$ cat config.mk
export PLATFORM = sky130hd
export DESIGN_NAME = barrier_sprite_gen
export DESIGN_NICKNAME = d
export VERILOG_FILES = /design/src/rtl/barrier_sprite_gen.sv
export SDC_FILE = /design/constraint.sdc
export NUM_CORES = 1
export LEC_CHECK = 0
export ABC_AREA = 1
export CAP_MARGIN = 30
export CORE_MARGIN = 3
export CORE_UTILIZATION = 50
export DETAILED_ROUTE_END_ITERATION = 10
export GPL_ROUTABILITY_DRIVEN = 0
export HOLD_SLACK_MARGIN = 0.08
export PLACE_DENSITY = 0.87
export SYNTH_ARGS = -nofsm -noshare
export SYNTH_HDL_FRONTEND = slang
export SYNTH_SLANG_ARGS = --single-unit
$ cat constraint.sdc
create_clock -name i_clk -period 3.05 [get_ports i_clk]
set_input_delay 0.61 -clock i_clk [delete_from_list [all_inputs] [get_ports i_clk]]
set_output_delay 0.61 -clock i_clk [all_outputs]
set_load 0.005 [all_outputs]
$ cat src/rtl/barrier_sprite_gen.sv
// Perspective barrier sprite: advances toward the player once per frame, widens with depth,
// and produces registered per-pixel colour/hit plus a collision-window flag.
module barrier_sprite_gen #(
    parameter int SIDE     = 1,
    parameter int START_X  = 680,
    parameter int START_Y  = 360,
    parameter int END_Y    = 720,
    parameter int STEP_X   = 10,
    parameter int STEP_Y   = 10,
    parameter int STR_Y1   = 440,
    parameter int STR_Y2   = 550,
    parameter int HIT_Y_LO = 600,
    parameter int HIT_Y_HI = 639
) (
    input  logic        i_clk,
    input  logic        i_rst,
    input  logic [15:0] i_x,
    input  logic [15:0] i_y,
    input  logic        i_v_sync,
    input  logic        i_active,
    input  logic        i_pause,
    output logic [7:0]  o_red,
    output logic [7:0]  o_green,
    output logic [7:0]  o_blue,
    output logic        o_sprite_hit,
    output logic        o_in_position,
    output logic        o_done
);

    // state   | meaning
    // IDLE    | parked at start position, sprite hidden
    // ADVANCE | scrolling toward player, outside collision window
    // HIT_WIN | scrolling, y inside collision window
    // PASSED  | reached END_Y, holding position, still visible
    typedef enum logic [1:0] {IDLE, ADVANCE, HIT_WIN, PASSED} state_t;

    localparam logic [15:0] L_START_X  = 16'(START_X);
    localparam logic [15:0] L_START_Y  = 16'(START_Y);
    localparam logic [15:0] L_END_Y    = 16'(END_Y);
    localparam logic [15:0] L_STEP_X   = 16'(STEP_X);
    localparam logic [15:0] L_STR_Y1   = 16'(STR_Y1);
    localparam logic [15:0] L_STR_Y2   = 16'(STR_Y2);
    localparam logic [15:0] L_HIT_Y_LO = 16'(HIT_Y_LO);
    localparam logic [15:0] L_HIT_Y_HI = 16'(HIT_Y_HI);

    state_t      state_q, state_d;
    logic [15:0] x_q, x_d, y_q, y_d;
    logic [2:0]  shift_q, shift_d;
    logic        v_sync_q;
    logic        done_q, done_d;
    logic        hit_q, hit_d;
    logic [23:0] rgb_q, rgb_d;

    logic        tick;
    logic [16:0] y_sum, x_sum;
    logic [15:0] y_n, x_n;
    logic [2:0]  shift_n;

    assign tick = i_v_sync & ~v_sync_q;

    always_comb begin
        y_sum = {1'b0, y_q} + 17'(STEP_Y);
        x_sum = {1'b0, x_q} + 17'(STEP_X);
        y_n   = (y_sum >= 17'(END_Y)) ? L_END_Y : y_sum[15:0];
        if (SIDE != 0) begin
            x_n = x_sum[16] ? 16'hFFFF : x_sum[15:0];
        end else begin
            x_n = (x_q < L_STEP_X) ? 16'h0000 : x_q - L_STEP_X;
        end
        if (y_n >= L_STR_Y2) begin
            shift_n = 3'd4;
        end else if (y_n >= L_STR_Y1) begin
            shift_n = 3'd3;
        end else begin
            shift_n = 3'd2;
        end
    end

    always_comb begin
        state_d = state_q;
        x_d     = x_q;
        y_d     = y_q;
        shift_d = shift_q;
        unique case (state_q)
            IDLE: begin
                if (i_active) state_d = ADVANCE;
            end
            ADVANCE, HIT_WIN: begin
                if (tick && !i_pause) begin
                    x_d     = x_n;
                    y_d     = y_n;
                    shift_d = shift_n;
                    if (y_n == L_END_Y) begin
                        state_d = PASSED;
                    end else if (y_n >= L_HIT_Y_LO && y_n <= L_HIT_Y_HI) begin
                        state_d = HIT_WIN;
                    end else begin
                        state_d = ADVANCE;
                    end
                end
            end
            PASSED: begin
                state_d = PASSED;
            end
            default: state_d = IDLE;
        endcase
        if (!i_active) begin
            state_d = IDLE;
            x_d     = L_START_X;
            y_d     = L_START_Y;
            shift_d = 3'd2;
        end
        done_d = (state_d == PASSED) && (state_q != PASSED);
    end

    // Pixel path; 17-bit differences wrap negative offsets above any width, so one compare suffices.
    logic [16:0] dx, dy, width;
    logic        hx, hy, vis;
    logic [3:0]  col;
    logic [2:0]  row;
    logic [31:0] rom_row;
    logic [1:0]  idx;

    always_comb begin
        dx    = {1'b0, i_x} - {1'b0, x_q};
        dy    = {1'b0, i_y} - {1'b0, y_q};
        width = 17'd16 << shift_q;
        hx    = dx < width;
        hy    = dy < 17'd32;
        row   = dy[4:2];
        case (shift_q)
            3'd3:    col = dx[6:3];
            3'd4:    col = dx[7:4];
            default: col = dx[5:2];
        endcase
        case (row)
            3'd3, 3'd4, 3'd5, 3'd6: rom_row = 32'h5555_5555;
            default:                rom_row = 32'h0000_0000;
        endcase
        idx   = rom_row[{col, 1'b0} +: 2];
        vis   = hx && hy && (state_q != IDLE);
        hit_d = vis && (idx != 2'd0);
        rgb_d = 24'h000000;
        if (vis) begin
            case (idx)
                2'd1:    rgb_d = 24'hFF0000;
                2'd2:    rgb_d = 24'h8ED8ED;
                2'd3:    rgb_d = 24'hFFFFFF;
                default: rgb_d = 24'h000000;
            endcase
        end
    end

    always_ff @(posedge i_clk) begin
        if (i_rst) begin
            state_q  <= IDLE;
            x_q      <= L_START_X;
            y_q      <= L_START_Y;
            shift_q  <= 3'd2;
            v_sync_q <= 1'b0;
            done_q   <= 1'b0;
            hit_q    <= 1'b0;
            rgb_q    <= 24'h000000;
        end else begin
            state_q  <= state_d;
            x_q      <= x_d;
            y_q      <= y_d;
            shift_q  <= shift_d;
            v_sync_q <= i_v_sync;
            done_q   <= done_d;
            hit_q    <= hit_d;
            rgb_q    <= rgb_d;
        end
    end

    assign o_red         = rgb_q[23:16];
    assign o_green       = rgb_q[15:8];
    assign o_blue        = rgb_q[7:0];
    assign o_sprite_hit  = hit_q;
    assign o_in_position = (state_q == HIT_WIN);
    assign o_done        = done_q;

endmodule
-- Word level (Yosys, flattened, before mapping)
Cells that the tools add are included.
- register bits: 64
- bits of input ports: 37
- logic and storage cells: 67
- add/subtract/negate cells: 4
- order comparisons: 7
- equal/unequal tests: 15
- shift operators: 2
- multiplexer cells: 12
- bitwise operators: 4
- reductions and logical operators: 15
- operator list (kind ; count):
    one-hot mux 24 bit (3 select lines) ; 1
    adder 16 x 4 -> 17 bit (second input constant) ; 2
    subtractor 16 x 16 -> 17 bit ; 2
    >= comparator 16 x 10 -> 1 bit (second input constant) ; 2
    two-way mux 16 bit ; 2
    indexed part select 32 x 6 -> 2 bit ; 1
    two-way mux 31 bit ; 1
    >= comparator 17 x 10 -> 1 bit (second input constant) ; 1
    < comparator 17 bit ; 1
    < comparator 17 x 6 -> 1 bit (second input constant) ; 1
    left shift 5 x 3 -> 17 bit (first input constant) ; 1
    == test 16 x 10 -> 1 bit (second input constant) ; 1
    >= comparator 16 x 9 -> 1 bit (second input constant) ; 1
    <= comparator 16 x 10 -> 1 bit (second input constant) ; 1
    == test 3 bit (second input constant) ; 4
    == test 2 bit (second input constant) ; 5
    two-way mux 2 bit ; 4
    one-hot mux 4 bit (2 select lines) ; 1
    == test 3 x 2 -> 1 bit (second input constant) ; 2
    logical AND 1 bit ; 6
    one-hot mux 2 bit (3 select lines) ; 1
    OR reduction 2 bit ; 3
    == test 2 x 1 -> 1 bit (second input constant) ; 2
    nonzero test 2 bit ; 2
    other kinds (9) ; 11

-- Depth between registers and ports, before layout
- depth after elaboration: 12
- mapped depth: 23

-- Worst setup path after synthesis
No wires, ideal clock.
- kind: input-to-reg
- start: input i_x[3]
- end: register hit_q (netlist: o_sprite_hit)
- library setup time: 0.065 ns
- data arrival time: 3.008 ns
- path slack: -0.023 ns
- cell stages on the path: 22
- path through: ha_1 -> nand2_1 -> nor2_1 -> a211oi_1 -> nor2_1 -> o21ai_0 -> nand2_1 -> xor2_1 -> ha_1 -> nand2_1 -> nor2_1 -> o21ai_0 -> o211ai_1 -> nand3_1 -> a21boi_0 -> nor2_1 -> nand4_1 -> nor2_1 -> nand4_1 -> nor2_1 -> nand4_1 -> nor2_1
- word-level cells in the longest chain between the ends: 5
- elaborated cells on any way between the ends: 8
- those cells by class: add/sub: 1; order compare: 1; shift: 1; mux: 1; reduce/logical: 4
- ends and longest elaborated chain (element ; line ; RTL):
    start: declaration ; 17 ; input logic [15:0] i_x,
    subtractor 16 x 16 -> 17 bit (*) ; 125 ; dx = {1'b0, i_x} - {1'b0, x_q};
    one-hot mux 4 bit (2 select lines) or < comparator 17 bit (tied branches) ; 131, 128 ;
    indexed part select 32 x 6 -> 2 bit or logical AND 1 bit (tied branches) ; 140, 141 ;
    nonzero test 2 bit or logical AND 1 bit (tied branches) ; 142, 141 ;
    logical AND 1 bit (*) ; 142 ; hit_d = vis && (idx != 2'd0);
    end signal: assignment ; 171 ; hit_q <= hit_d;
    end: declaration ; 51 ; logic hit_q, hit_d;
Every way passes the cells marked *; elsewhere a longest branch is shown, timed or not.
A chain may end at the register's enable or synchronous reset.

-- Worst setup path after layout
- start: input i_x[4]
- end: register rgb_q[22]
- word-level cells in the longest chain between the ends: 6
- elaborated cells on any way between the ends: 12
- those cells by class: add/sub: 1; order compare: 1; eq/ne: 3; shift: 1; mux: 2; bitwise: 1; reduce/logical: 3
- ends and longest elaborated chain (element ; line ; RTL):
    subtractor 16 x 16 -> 17 bit (*) ; 125 ;
    parallel branches: the longest is 5 deep, another holds indexed part select 32 x 6 -> 2 bit ; - ;
    end signal: assignment ; 172 ; rgb_q <= rgb_d;
    end: declaration ; 52 ; logic [23:0] rgb_q, rgb_d;
Mark *: on every way between the ends.

==> run metrics <==
Design Area, Final=about 5200 um2; register area share after synthesis=0.201; Crit Path Class=in2reg; Main synth FF type=dfxtp_1; final hold vios=0; Max VDD drop=0.000181 V; cell area after synthesis=about 4100 um2; Post-Place Cells=slightly below 800; Hold Crit Start=y_q[0]; YS warnings=0; Critical Path RT=around 3300 ps; FILL cells=between 600 and 700; register area=just over 800 um2; final wirelength=11,300 um; Mean Syn Cell Area=6.61 um2; root buf cell=clkbuf_8; post-synth top area share=0.201; gr usage total=0.246; CORE AREA=just under 8000 um2; vias in the first global route=between 4,000 and 5,000; CTS tree=yes; CTS sink count=a little over 40; fraction of layout cells with a size suffix above 1=0.180; initial antenna violation count=0; RSZ-0062 raised after global routing=true; #FFs+latches synth=41; Max Cap Viol=0; CP endpoint kind=register; P_leak=between 0.002 and 0.0025 uW; Crit Path Max Fanout=3; Final nets=779; pre-CTS WS=-695 ps; vias per cell=around 5.4; HP Class=reg2reg; failing checks=negative setup slack; Antenna diodes=0; Layout Skew=12.8 ps; Synth Instances=619; Max clock buf depth=2; area grow syn2layout=26.1%; # port buffers=47; crit start category=input port; Final Max Slew Viols=0; Core Rows=32; I/O Pins=64; die width=between 90 and 100 um; Worst Hold End=y_q[0]; Max Fclk=319 MHz; fin crit share=1.03; Synth async-reset ratio=0; Post-DP HPWL=8450 um; number of synthesized flops with an enable pin=0; placed inst area=between 4000 and 5000 um2; Critical Path AT=3370 ps; Final Power=about 1500 uW; Worst Tran Pin Value=528 ps; Final min period=3130 ps; die footprint=just over 9000 um2; hold slack=between 400 and 500 ps; area leader, netlist=dfxtp_1; CTS H-tree lvls=2; worst r2r path cells=21; Hold Path Depth=2; Overflow after GRT=0; Critical R2R Launch=x_q[1]; First DRT Iteration DRCs=249; DRC=0; detailed-route via count=approximately 4,300; FF-to-FF End=rgb_q[22]; fin cells=801; first-pass GRT wire length=around 18,000 um; PwrDens=roughly 280 nW/um2; final setup fails=2; multi-input logic area=about 2900 um2; Starting Density=0.522; worst skew pair latency=roughly 300 ps; clk slew on worst S/H paths=about 90 ps; final setup margin=-81.7 ps; Num CTS Buffers=5; WL/cell=approximately 14 um; Vert. Die Dim=96.5 um; relative slew slack=0.647; largest net degree at the start of global routing=24; run status=complete, but fails checks; Synth cell types=47; post-route ant nets=0; first drt pass iteration count=7; FF-to-FF setup slack=-60 ps; synth top area cells=dfxtp_1 20%, ha_1 13%, nand2_1 11%, inv_1 8.8%, a21oi_1 5.6%
==> placed cells by master (no fill, tap or decap), types with 3 or more instances in the layout <==
cell,Yosys,final
a2111oi_0,3,3
inv_1,96,93
o21ai_1,2,4
nor2_1,55,52
o21ai_0,24,20
nor3_1,16,16
ha_1,43,35
nor3_2,4,4
conb_1,1,16
clkbuf_8,0,5
o211ai_1,5,5
a31oi_1,5,5
xor2_1,20,19
ha_4,0,8
xnor2_1,7,7
a21oi_1,46,40
a21oi_2,1,6
nand3_2,3,3
buf_4,23,38
dfxtp_2,0,3
nand3b_1,3,3
nor2_2,6,8
inv_2,5,8
a21o_1,3,3
nand3_1,32,32
o21ai_2,2,4
nand2_1,122,117
buf_6,1,3
dfxtp_1,41,38
dlygate4sd2_1,0,5
nand2_2,7,12
nand4_1,13,13
clkdlybuf4s50_1,0,38
==> per-stage QoR <==
step	TNS, ps	utilization
after CTS	0	0.652
after floorplan	0	-
after global placement	-1140	0.609
after global routing	-844	0.658
after detailed placement	-1390	0.609
final	-161	0.658
==> cell families after synthesis <==
kind of cell / after synthesis / synth area share
fa+ha+maj: 44 / 0.136
simple gates: 270 / 0.310
xor+xnor: 28 / 0.0618
compound gates: 104 / 0.147
buf+inv: 131 / 0.144
flops: 41 / 0.201
other cells: 1 / 0.000916
==> repair_timing <==
item / in CTS / in global routing
gates resized for setup: 53 / 12
hold buffers: 0 / 0
pin swaps: 36 / 23
endpoints found under the setup margin: 2 / 2
buffers inserted: 7 / 1
==> worst max path at each step <==
stage	startpoint	depth (start not counted)	slack [ps]	to
floorplan	i_x[3]	22	70	o_sprite_hit
global placement	i_x[3]	23	-570	o_sprite_hit
detailed placement	i_x[1]	23	-700	o_sprite_hit
CTS	i_x[9]	19	3	rgb_q[22]
global route	i_x[0]	23	-430	rgb_q[22]
finish	i_x[4]	22	-80	rgb_q[22]
==> power by group <==
group          leakage [uW]  internal, uW  switching [uW]
registers          0.000332           538            2.92
logic               0.00199           179             208
clock network     0.0000681           325             205
total               0.00239          1040             416
==> final cells by class <==
cell class / count / share of cell area
Multi-Input combinational cell: 462 / 0.569
Sequential cell: 41 / 0.160
Timing Repair Buffer: 86 / 0.146
Inverter: 102 / 0.0744
Tap cell: 102 / 0.0247
Clock buffer: 5 / 0.0133
Clock inverter: 3 / 0.0126
==> cells in the mapped netlist (5+ instances only) <==
cell / count
a21oi_1: 46
a31oi_1: 5
buf_4: 23
dfxtp_1: 41
ha_1: 43
inv_1: 96
inv_2: 5
nand2_1: 122
nand2_2: 7
nand3_1: 32
nand4_1: 13
nor2_1: 55
nor2_2: 6
nor3_1: 16
o211ai_1: 5
o21ai_0: 24
xnor2_1: 7
xor2_1: 20
==> worst max-delay path, cell delays in order <==
cell           delay, ps
dlygate4sd2_1        260
ha_4                 230
buf_4                140
inv_2                 60
nor2_1                50
o21ai_1              210
nand2_2              130
xor2_2               180
ha_1                 330
nand2_1               80
nor2_1                40
o21ai_1               70
o211ai_1             100
nand3_1              100
a21boi_2              60
nor2_1               120
nand4_1              100
nor2_1               120
nand4_1              100
nor2_1               100
nand4_1              100
nor2_1               100
==> metal layers <==
| layer | up-vias | GRT usage | part of all wire |
|---|---|---|---|
| met4 | 0 | 0.0900 | 0.031 |
| li1 | 2144 | - | - |
| met2 | 171 | 0.460 | 0.51 |
| met5 | - | 0 | 0 |
| met3 | 31 | 0.0310 | 0.054 |
| met1 | 2002 | 0.284 | 0.40 |
==> registers in the layout, indices dropped and copies added, names as in the netlist <==
signal,cells
state_q,2
o_done,1
y_q,16
o_sprite_hit,1
shift_q,3
x_q,16
v_sync_q,1
rgb_q,1
Note: power is estimated with default switching activity, not from simulation.
